--- config.mk ---
export PLATFORM = sky130hd
export DESIGN_NAME = sprite_line_engine
export DESIGN_NICKNAME = d
export VERILOG_FILES = /design/src/rtl/sprite_line_engine.sv
export SDC_FILE = /design/constraint.sdc
export NUM_CORES = 2
export LEC_CHECK = 0
export BUFFER_PORTS_ARGS = -buffer_cell sky130_fd_sc_hd__clkbuf_2
export CORE_MARGIN = 2
export CORE_UTILIZATION = 45
export CTS_BUF_LIST = sky130_fd_sc_hd__clkbuf_8
export CTS_CLUSTER_SIZE = 40
export DETAILED_ROUTE_END_ITERATION = 8
export GPL_TIMING_DRIVEN = 0
export MAX_ROUTING_LAYER = met4
export SYNTH_ARGS = -nofsm -noshare
export SYNTH_HDL_FRONTEND = slang
export SYNTH_SLANG_ARGS = --single-unit
export TNS_END_PERCENT = 30
--- constraint.sdc ---
create_clock -name clk_sys -period 8.8 [get_ports clk_sys]
set_input_delay 1.32 -clock clk_sys [delete_from_list [all_inputs] [get_ports clk_sys]]
set_output_delay 1.32 -clock clk_sys [all_outputs]
set_load 0.01 [all_outputs]
--- src/rtl/sprite_line_engine.sv ---
// Scanline sprite renderer: evaluates attribute RAM, fetches two-bitplane tile rows and
// composites them into a double-buffered line buffer read out with clear-on-read.
module sprite_line_engine #(
  parameter int unsigned NUM_SPR      = 32,
  parameter int unsigned MAX_PER_LINE = 16,
  parameter int unsigned COL_BITS     = 3,
  parameter int unsigned ROM_AW       = 13
) (
  input  logic                        clk_sys,
  input  logic                        reset,
  input  logic                        ce_pix,
  input  logic [8:0]                  hc,
  input  logic [8:0]                  vc,
  output logic [$clog2(NUM_SPR)-1:0]  spr_addr,
  input  logic [7:0]                  spr_y,
  input  logic [7:0]                  spr_x,
  input  logic [7:0]                  spr_code,
  input  logic [7:0]                  spr_attr,
  output logic [ROM_AW-1:0]           rom_addr,
  input  logic [7:0]                  rom_data1,
  input  logic [7:0]                  rom_data2,
  input  logic [7:0]                  rd_x,
  output logic [COL_BITS+1:0]         rd_pix,
  output logic                        overflow
);

  localparam int unsigned IdxW = $clog2(NUM_SPR);
  localparam int unsigned PixW = COL_BITS + 2;
  localparam int unsigned CntW = $clog2(MAX_PER_LINE + 1);

  typedef enum logic [2:0] {
    StIdle, StEvalAddr, StEvalData, StFetchAddr, StFetchData, StDraw, StDone
  } state_e;

  state_e              state_q, state_d;
  logic [IdxW-1:0]     idx_q, idx_d;
  logic [CntW-1:0]     cnt_q, cnt_d;
  logic                ovf_q, ovf_d;
  logic [7:0]          x_q, x_d;
  logic                hflip_q, hflip_d;
  logic [COL_BITS-1:0] col_q, col_d;
  logic [7:0]          d1_q, d1_d, d2_q, d2_d;
  logic [2:0]          px_q, px_d;
  logic [ROM_AW-1:0]   rom_addr_q, rom_addr_d;
  logic [PixW-1:0]     rd_pix_q;

  logic [PixW-1:0]     bank0 [256];
  logic [PixW-1:0]     bank1 [256];

  logic [7:0]  tgt;
  logic [7:0]  row_full;
  logic        hit;
  logic        line_start;
  logic        last_idx;
  logic [11:0] rom_addr_full;
  logic [2:0]  bit_idx;
  logic [1:0]  pix_val;
  logic [7:0]  wr_col;
  logic        build_bank;
  logic        disp_bank;
  logic [PixW-1:0] existing;
  logic [PixW-1:0] build_val;
  logic        build_we;
  logic        rd_en;

  logic unused_in;
  assign unused_in = ^{spr_attr[5:4], vc[8]};

  assign tgt        = vc[7:0] + 8'd1;
  assign row_full   = tgt - spr_y;
  assign hit        = (row_full < 8'd8);
  assign line_start = ce_pix && (hc == 9'd0);
  assign last_idx   = (idx_q == IdxW'(NUM_SPR - 1));
  assign build_bank = tgt[0];
  assign disp_bank  = vc[0];

  assign rom_addr_full = {spr_attr[3], spr_code, row_full[2:0] ^ {3{spr_attr[6]}}};

  always_comb begin
    state_d    = state_q;
    idx_d      = idx_q;
    cnt_d      = cnt_q;
    ovf_d      = ovf_q;
    x_d        = x_q;
    hflip_d    = hflip_q;
    col_d      = col_q;
    d1_d       = d1_q;
    d2_d       = d2_q;
    px_d       = px_q;
    rom_addr_d = rom_addr_q;
    if (line_start) begin
      // A new line always restarts the build, even mid-sprite.
      state_d = StEvalAddr;
      idx_d   = '0;
      cnt_d   = '0;
      ovf_d   = 1'b0;
    end else begin
      unique case (state_q)
        StEvalAddr: state_d = StEvalData;
        StEvalData: begin
          if (hit) begin
            if (cnt_q == CntW'(MAX_PER_LINE)) begin
              ovf_d   = 1'b1;
              state_d = StDone;
            end else begin
              x_d        = spr_x;
              hflip_d    = spr_attr[7];
              col_d      = spr_attr[COL_BITS-1:0];
              rom_addr_d = ROM_AW'(rom_addr_full);
              state_d    = StFetchAddr;
            end
          end else if (last_idx) begin
            state_d = StDone;
          end else begin
            idx_d   = idx_q + IdxW'(1);
            state_d = StEvalAddr;
          end
        end
        StFetchAddr: state_d = StFetchData;
        StFetchData: begin
          d1_d    = rom_data1;
          d2_d    = rom_data2;
          cnt_d   = cnt_q + CntW'(1);
          px_d    = 3'd0;
          state_d = StDraw;
        end
        StDraw: begin
          px_d = px_q + 3'd1;
          if (px_q == 3'd7) begin
            if (last_idx) begin
              state_d = StDone;
            end else begin
              idx_d   = idx_q + IdxW'(1);
              state_d = StEvalAddr;
            end
          end
        end
        StIdle, StDone: state_d = state_q;
        default: state_d = StIdle;
      endcase
    end
  end

  always_ff @(posedge clk_sys) begin
    if (reset) begin
      state_q    <= StIdle;
      idx_q      <= '0;
      cnt_q      <= '0;
      ovf_q      <= 1'b0;
      x_q        <= '0;
      hflip_q    <= 1'b0;
      col_q      <= '0;
      d1_q       <= '0;
      d2_q       <= '0;
      px_q       <= '0;
      rom_addr_q <= '0;
    end else begin
      state_q    <= state_d;
      idx_q      <= idx_d;
      cnt_q      <= cnt_d;
      ovf_q      <= ovf_d;
      x_q        <= x_d;
      hflip_q    <= hflip_d;
      col_q      <= col_d;
      d1_q       <= d1_d;
      d2_q       <= d2_d;
      px_q       <= px_d;
      rom_addr_q <= rom_addr_d;
    end
  end

  // Non-flipped tiles draw MSB first.
  assign bit_idx   = hflip_q ? px_q : (3'd7 - px_q);
  assign pix_val   = {d1_q[bit_idx], d2_q[bit_idx]};
  assign wr_col    = x_q + {5'd0, px_q};
  assign existing  = build_bank ? bank1[wr_col] : bank0[wr_col];
  assign build_val = {col_q, pix_val};
  // An opaque entry already present belongs to a lower index, which has priority.
  assign build_we  = !reset && (state_q == StDraw) && (pix_val != 2'd0) &&
                     (existing[1:0] == 2'd0);
  assign rd_en     = ce_pix && !hc[8];

  // Build and display always target opposite banks, so each bank sees one writer per cycle.
  always_ff @(posedge clk_sys) begin
    if (build_we && !build_bank) begin
      bank0[wr_col] <= build_val;
    end else if (rd_en && !disp_bank) begin
      bank0[rd_x] <= '0;
    end
    if (build_we && build_bank) begin
      bank1[wr_col] <= build_val;
    end else if (rd_en && disp_bank) begin
      bank1[rd_x] <= '0;
    end
  end

  always_ff @(posedge clk_sys) begin
    if (reset) begin
      rd_pix_q <= '0;
    end else if (rd_en) begin
      rd_pix_q <= disp_bank ? bank1[rd_x] : bank0[rd_x];
    end
  end

  assign spr_addr = idx_q;
  assign rom_addr = rom_addr_q;
  assign overflow = ovf_q;
  assign rd_pix   = rd_pix_q;

endmodule
==> load_flow_metrics.sql <==
INSERT INTO impl_metrics (metric_group, metric, value, unit) VALUES
('outcome', 'outcome', 'finished with violations', ''),
('outcome', 'failed_checks', 'max-capacitance violations, max-slew violations, negative setup slack', ''),
('finish', 'synthToLayoutAreaGrowth', '15.25', '%'),
('finish', 'n_fill_cell', '20060', ''),
('power_and_ir_drop', 'p_comb_frac', '0.067', ''),
('clocking', 'tritoncts_clock_tree', 'built', ''),
('setup_path', 'reg2reg_from', 'px_q[1]', ''),
('grt', 'grt_antenna_before_repair', '101', ''),
('floorplan', 'chipHeight', '502.5', 'um'),
('grt', 'globalRouteOverflowTotal', '0', ''),
('routing', 'first_iter_violations', '15700', ''),
('setup_path', 'r2r_end', 'bank0[78][2]', ''),
('setup_path', 'start_to_end_type_of_the_worst_setup_path', 'flop to flop', ''),
('clocking', 'sinks_on_clock_net', '2622', ''),
('timing', 'maximum_clock_rate', '106.1', 'MHz'),
('setup_path', 'crit_slowest_cell', 'sky130_fd_sc_hd__nor2b_1', ''),
('routing', 'wl_final', '566000', 'um'),
('yosys', 'async_reset_ff_frac', '0', ''),
('placement', 'finalWeightedCongestion', '1.066', ''),
('placement', 'count_of_buffers_inserted_at_the_top_level_ports', '92', ''),
('finish', 'register_area', '0.07811', 'sq mm'),
('clocking', 'cts-htree-levels', '5', ''),
('setup_path', 'worstPathMaxFanout', '10', ''),
('clocking', 'clock_tree.buffer_depth', '4', ''),
('grt', 'via_count_of_the_first_global_routing_pass', '70610', ''),
('floorplan', 'ios', '101', ''),
('setup_path', 'cp_top_family', 'buffers and inverters', ''),
('timing', 'clock_skew', '0.1405', 'ns'),
('timing', 'number_of_setup_violations_in_the_final_report', '966', ''),
('finish', 'drive_gt1_frac', '0.3009', ''),
('timing', 'rsz_0062_raised_after_global_routing', 'true', ''),
('floorplan', 'num_rows', '182', ''),
('routing', 'route.detailed.wl_per_inst', '52.81', 'um'),
('power_and_ir_drop', 'power.share.switching', '0.2508', ''),
('yosys', 'syn-num-nets', '6352', ''),
('power_and_ir_drop', 'clkPwrFrac', '0.402', ''),
('clocking', 'number_of_clock_buffers_inserted_by_tritoncts', '441', ''),
('hold_path', 'timing.hold.worst.class', 'primary input to flop', ''),
('power_and_ir_drop', 'max-vdd-ir-drop', '0.0001761', 'V'),
('setup_path', 'critPathArrivalTime', '10.25', 'ns'),
('setup_path', 'start_kind', 'flop', ''),
('yosys', 'synth_seq_cells', '2622', ''),
('timing', 'report.final.slew_viol_count', '173', ''),
('placement', 'dpl.cell_count', '9829', ''),
('routing', 'route.vias.total', '76970', ''),
('yosys', 'yosysUniqueCellTypes', '78', ''),
('routing', 'number_of_routed_nets_with_antenna_violations', '0', ''),
('yosys', 'warnings_synthesis', '0', ''),
('grt', 'grt_util_all_layers', '0.4591', ''),
('clocking', 'clkTransAtPathRegs', '0.07', 'ns'),
('timing', 'final.setup.worst_slack', '-0.6275', 'ns'),
('clocking', 'clock_insertion_delay_worst_skew', '1.24', 'ns'),
('floorplan', 'start_util', '0.4538', ''),
('yosys', 'netlist_area', '0.1118', 'sq mm'),
('setup_path', 'timing.critical_path.required', '9.62', 'ns'),
('run', 'max-cap-violations', '18', ''),
('setup_path', 'ordered_list_of_cells_on_the_worst_path', 'clkbuf_1 -> clkbuf_1 -> inv_1 -> fa_1 -> xnor2_2 -> buf_1 -> buf_2 -> buf_1 -> a31oi_1 -> nor2b_1 -> nand2_1 -> nor3_1', ''),
('power_and_ir_drop', 'internal_power', '19070', 'uW'),
('floorplan', 'core-area', '0.2464', 'sq mm'),
('clocking', 'clk_root_buffer_cell', 'sky130_fd_sc_hd__clkbuf_8', ''),
('setup_path', 'crit_path_max_incr_delay', '1.45', 'ns'),
('grt', 'grt_pass1_wl', '714500', 'um'),
('routing', 'drcViolationCount', '0', ''),
('placement', 'worst_slack_at_placement', '-0.8121', 'ns'),
('finish', 'final_cells', '10720', ''),
('finish', 'layout.nets', '7056', ''),
('yosys', 'ys_seq_area_frac', '0.6987', ''),
('routing', 'drtPass1Iterations', '9', ''),
('timing', 'final_min_period_over_clock_period', '1.071', ''),
('setup_path', 'worst-r2r-cell-count', '12', ''),
('setup_path', 'reg2reg_setup_slack', '-0.63', 'ns');
## registers in the layout (all words and copies together), names as in the netlist
signal / count
spr_addr: 5
x_q: 8
rd_pix: 5
d1_q: 8
bank1: 1280
d2_q: 8
px_q: 3
cnt_q: 5
rom_addr: 12
hflip_q: 1
overflow: 1
bank0: 1280
state_q: 3
col_q: 3
## cells in the mapped netlist, types with 8 or more instances
cell / instances / area share
sky130_fd_sc_hd__nor2b_1: 20 / 0.0011
sky130_fd_sc_hd__a22oi_1: 70 / 0.0047
sky130_fd_sc_hd__a31oi_1: 24 / 0.0013
sky130_fd_sc_hd__a21oi_1: 268 / 0.012
sky130_fd_sc_hd__o31ai_1: 8 / 0.00054
sky130_fd_sc_hd__clkbuf_1: 203 / 0.0068
sky130_fd_sc_hd__xor2_1: 13 / 0.0010
sky130_fd_sc_hd__nand2_1: 291 / 0.0098
sky130_fd_sc_hd__a2111oi_0: 38 / 0.0030
sky130_fd_sc_hd__nand3b_1: 9 / 0.00060
sky130_fd_sc_hd__mux2i_1: 94 / 0.0084
sky130_fd_sc_hd__mux4_2: 787 / 0.16
sky130_fd_sc_hd__inv_1: 24 / 0.00081
sky130_fd_sc_hd__edfxtp_1: 2560 / 0.69
sky130_fd_sc_hd__nor4_1: 26 / 0.0015
sky130_fd_sc_hd__buf_6: 28 / 0.0028
sky130_fd_sc_hd__nor3_1: 343 / 0.015
sky130_fd_sc_hd__ha_1: 17 / 0.0019
sky130_fd_sc_hd__o22ai_1: 15 / 0.00084
sky130_fd_sc_hd__nand2b_1: 22 / 0.0012
sky130_fd_sc_hd__and3_1: 10 / 0.00056
sky130_fd_sc_hd__a211oi_1: 82 / 0.0055
sky130_fd_sc_hd__a21boi_0: 17 / 0.0011
sky130_fd_sc_hd__dfxtp_1: 62 / 0.011
sky130_fd_sc_hd__a32oi_1: 11 / 0.00086
sky130_fd_sc_hd__a221oi_1: 8 / 0.00063
sky130_fd_sc_hd__buf_1: 86 / 0.0029
sky130_fd_sc_hd__o21ai_1: 10 / 0.00045
sky130_fd_sc_hd__a211o_1: 9 / 0.00071
sky130_fd_sc_hd__o21ai_0: 33 / 0.0015
sky130_fd_sc_hd__xnor2_1: 16 / 0.0013
sky130_fd_sc_hd__nor2_1: 554 / 0.019
sky130_fd_sc_hd__buf_2: 109 / 0.0049
sky130_fd_sc_hd__nor3b_1: 8 / 0.00054
sky130_fd_sc_hd__and2_1: 30 / 0.0017
sky130_fd_sc_hd__mux2_2: 8 / 0.00081
sky130_fd_sc_hd__nand4_1: 13 / 0.00073
sky130_fd_sc_hd__nor3_2: 165 / 0.015
sky130_fd_sc_hd__nand3_1: 52 / 0.0023
sky130_fd_sc_hd__o311ai_0: 23 / 0.0018
## power by group through the flow
stage | sequential [uW] | clock (uW) | combinational [uW]
after floorplan | 13800 | 0 | 641
after global placement | 13800 | 0 | 1520
after detailed placement | 13800 | 0 | 1600
after CTS | 13500 | 10100 | 1600
after global routing | 13500 | 10600 | 1630
final | 13500 | 10200 | 1710
## tightest hold or removal path, cell delays in order
cell and delay, ns:
sky130_fd_sc_hd__clkbuf_2 0.08, sky130_fd_sc_hd__nand2_1 0.04, sky130_fd_sc_hd__a21oi_1 0.05
## cells by family (layout without fill, tap and decap cells)
logic type               count (synthesis)  in the layout  synth area share
adder cells (fa/ha/maj)                 19             19          0.002261
XOR/XNOR                                30             30          0.002417
flip-flops                            2622           2622            0.6987
other                                    1            118        0.00003354
multiplexers                           892            892            0.1685
AND/OR/NAND/NOR                       1566           1566           0.07022
AO/OA/AOI/OAI                          674            674           0.03963
buffers and inverters                  452           1485           0.01831
## per-stage QoR
step | TNS (ns) | hold slack (ns) | util | area (sq um)
finish | -120.28 | 0.3782 | 0.5230 | 128900
global route | -0.5364 | 0.3749 | 0.5226 | 128800
CTS | -0.6308 | 0.3232 | 0.5210 | 128400
detailed placement | -531.07 | 0.4599 | 0.4881 | 120300
global placement | - | 0.4602 | 0.4725 | 116400
floorplan | -473.23 | 0.4325 | - | 111800
## cells in the final DEF, fill, tap and decap left out, types with 81 or more instances in the layout
cell type | netlist | final
sky130_fd_sc_hd__edfxtp_1 | 2560 | 2560
sky130_fd_sc_hd__mux4_2 | 787 | 787
sky130_fd_sc_hd__nor2_1 | 554 | 533
sky130_fd_sc_hd__clkbuf_8 | 0 | 456
sky130_fd_sc_hd__nor3_1 | 343 | 299
sky130_fd_sc_hd__nand2_1 | 291 | 291
sky130_fd_sc_hd__a21oi_1 | 268 | 247
sky130_fd_sc_hd__nor3_2 | 165 | 209
sky130_fd_sc_hd__clkbuf_2 | 0 | 186
sky130_fd_sc_hd__buf_2 | 109 | 178
sky130_fd_sc_hd__inv_1 | 24 | 173
sky130_fd_sc_hd__diode_2 | 0 | 117
sky130_fd_sc_hd__buf_12 | 0 | 116
sky130_fd_sc_hd__clkbuf_1 | 203 | 105
sky130_fd_sc_hd__clkinv_1 | 0 | 102
sky130_fd_sc_hd__mux2i_1 | 94 | 94
sky130_fd_sc_hd__a211oi_1 | 82 | 81
## how the worst max path moves through the flow
stage                          endpoint  slack (ns)  cells after the start
final                      bank0[78][2]       -0.63                     12
after detailed placement   bank0[63][3]       -0.81                     18
after global placement    bank1[126][1]      -10.45                      6
after floorplan             bank1[0][0]       -0.55                      5
after global routing      bank0[235][4]       -0.04                     17
after CTS                 bank0[219][0]       -0.07                     17
## layer usage
metal | part of all wire | vias up | global-route usage | wire length (um)
li1 | - | 27280 | - | -
met1 | 0.34 | 40130 | 0.5493 | 191100
met2 | 0.41 | 7644 | 0.6013 | 231200
met3 | 0.16 | 1922 | 0.2052 | 90570
met4 | 0.094 | 0 | 0.3543 | 53120
met5 | 0 | - | - | 0
## final cells by class
cell class,instances,area share
multi-input cells,3182,0.2503
diodes,117,0.002272
well taps,3312,0.03216
repair buffers,262,0.03013
inverters,25,0.0007283
flip-flops and latches,2622,0.6062
clock buffers,456,0.04871
plain buffers,426,0.01721
clock inverters,316,0.01232
## timing repair
item | in CTS | in global routing
pin swaps | 1 | 0
gates resized for setup | 62 | 38
hold buffers | 0 | 0
cloned | 0 | 0
setup buffers | 0 | 0
setup endpoints to repair | 2187 | 935
No activity file was read; power rests on OpenSTA's default activity.
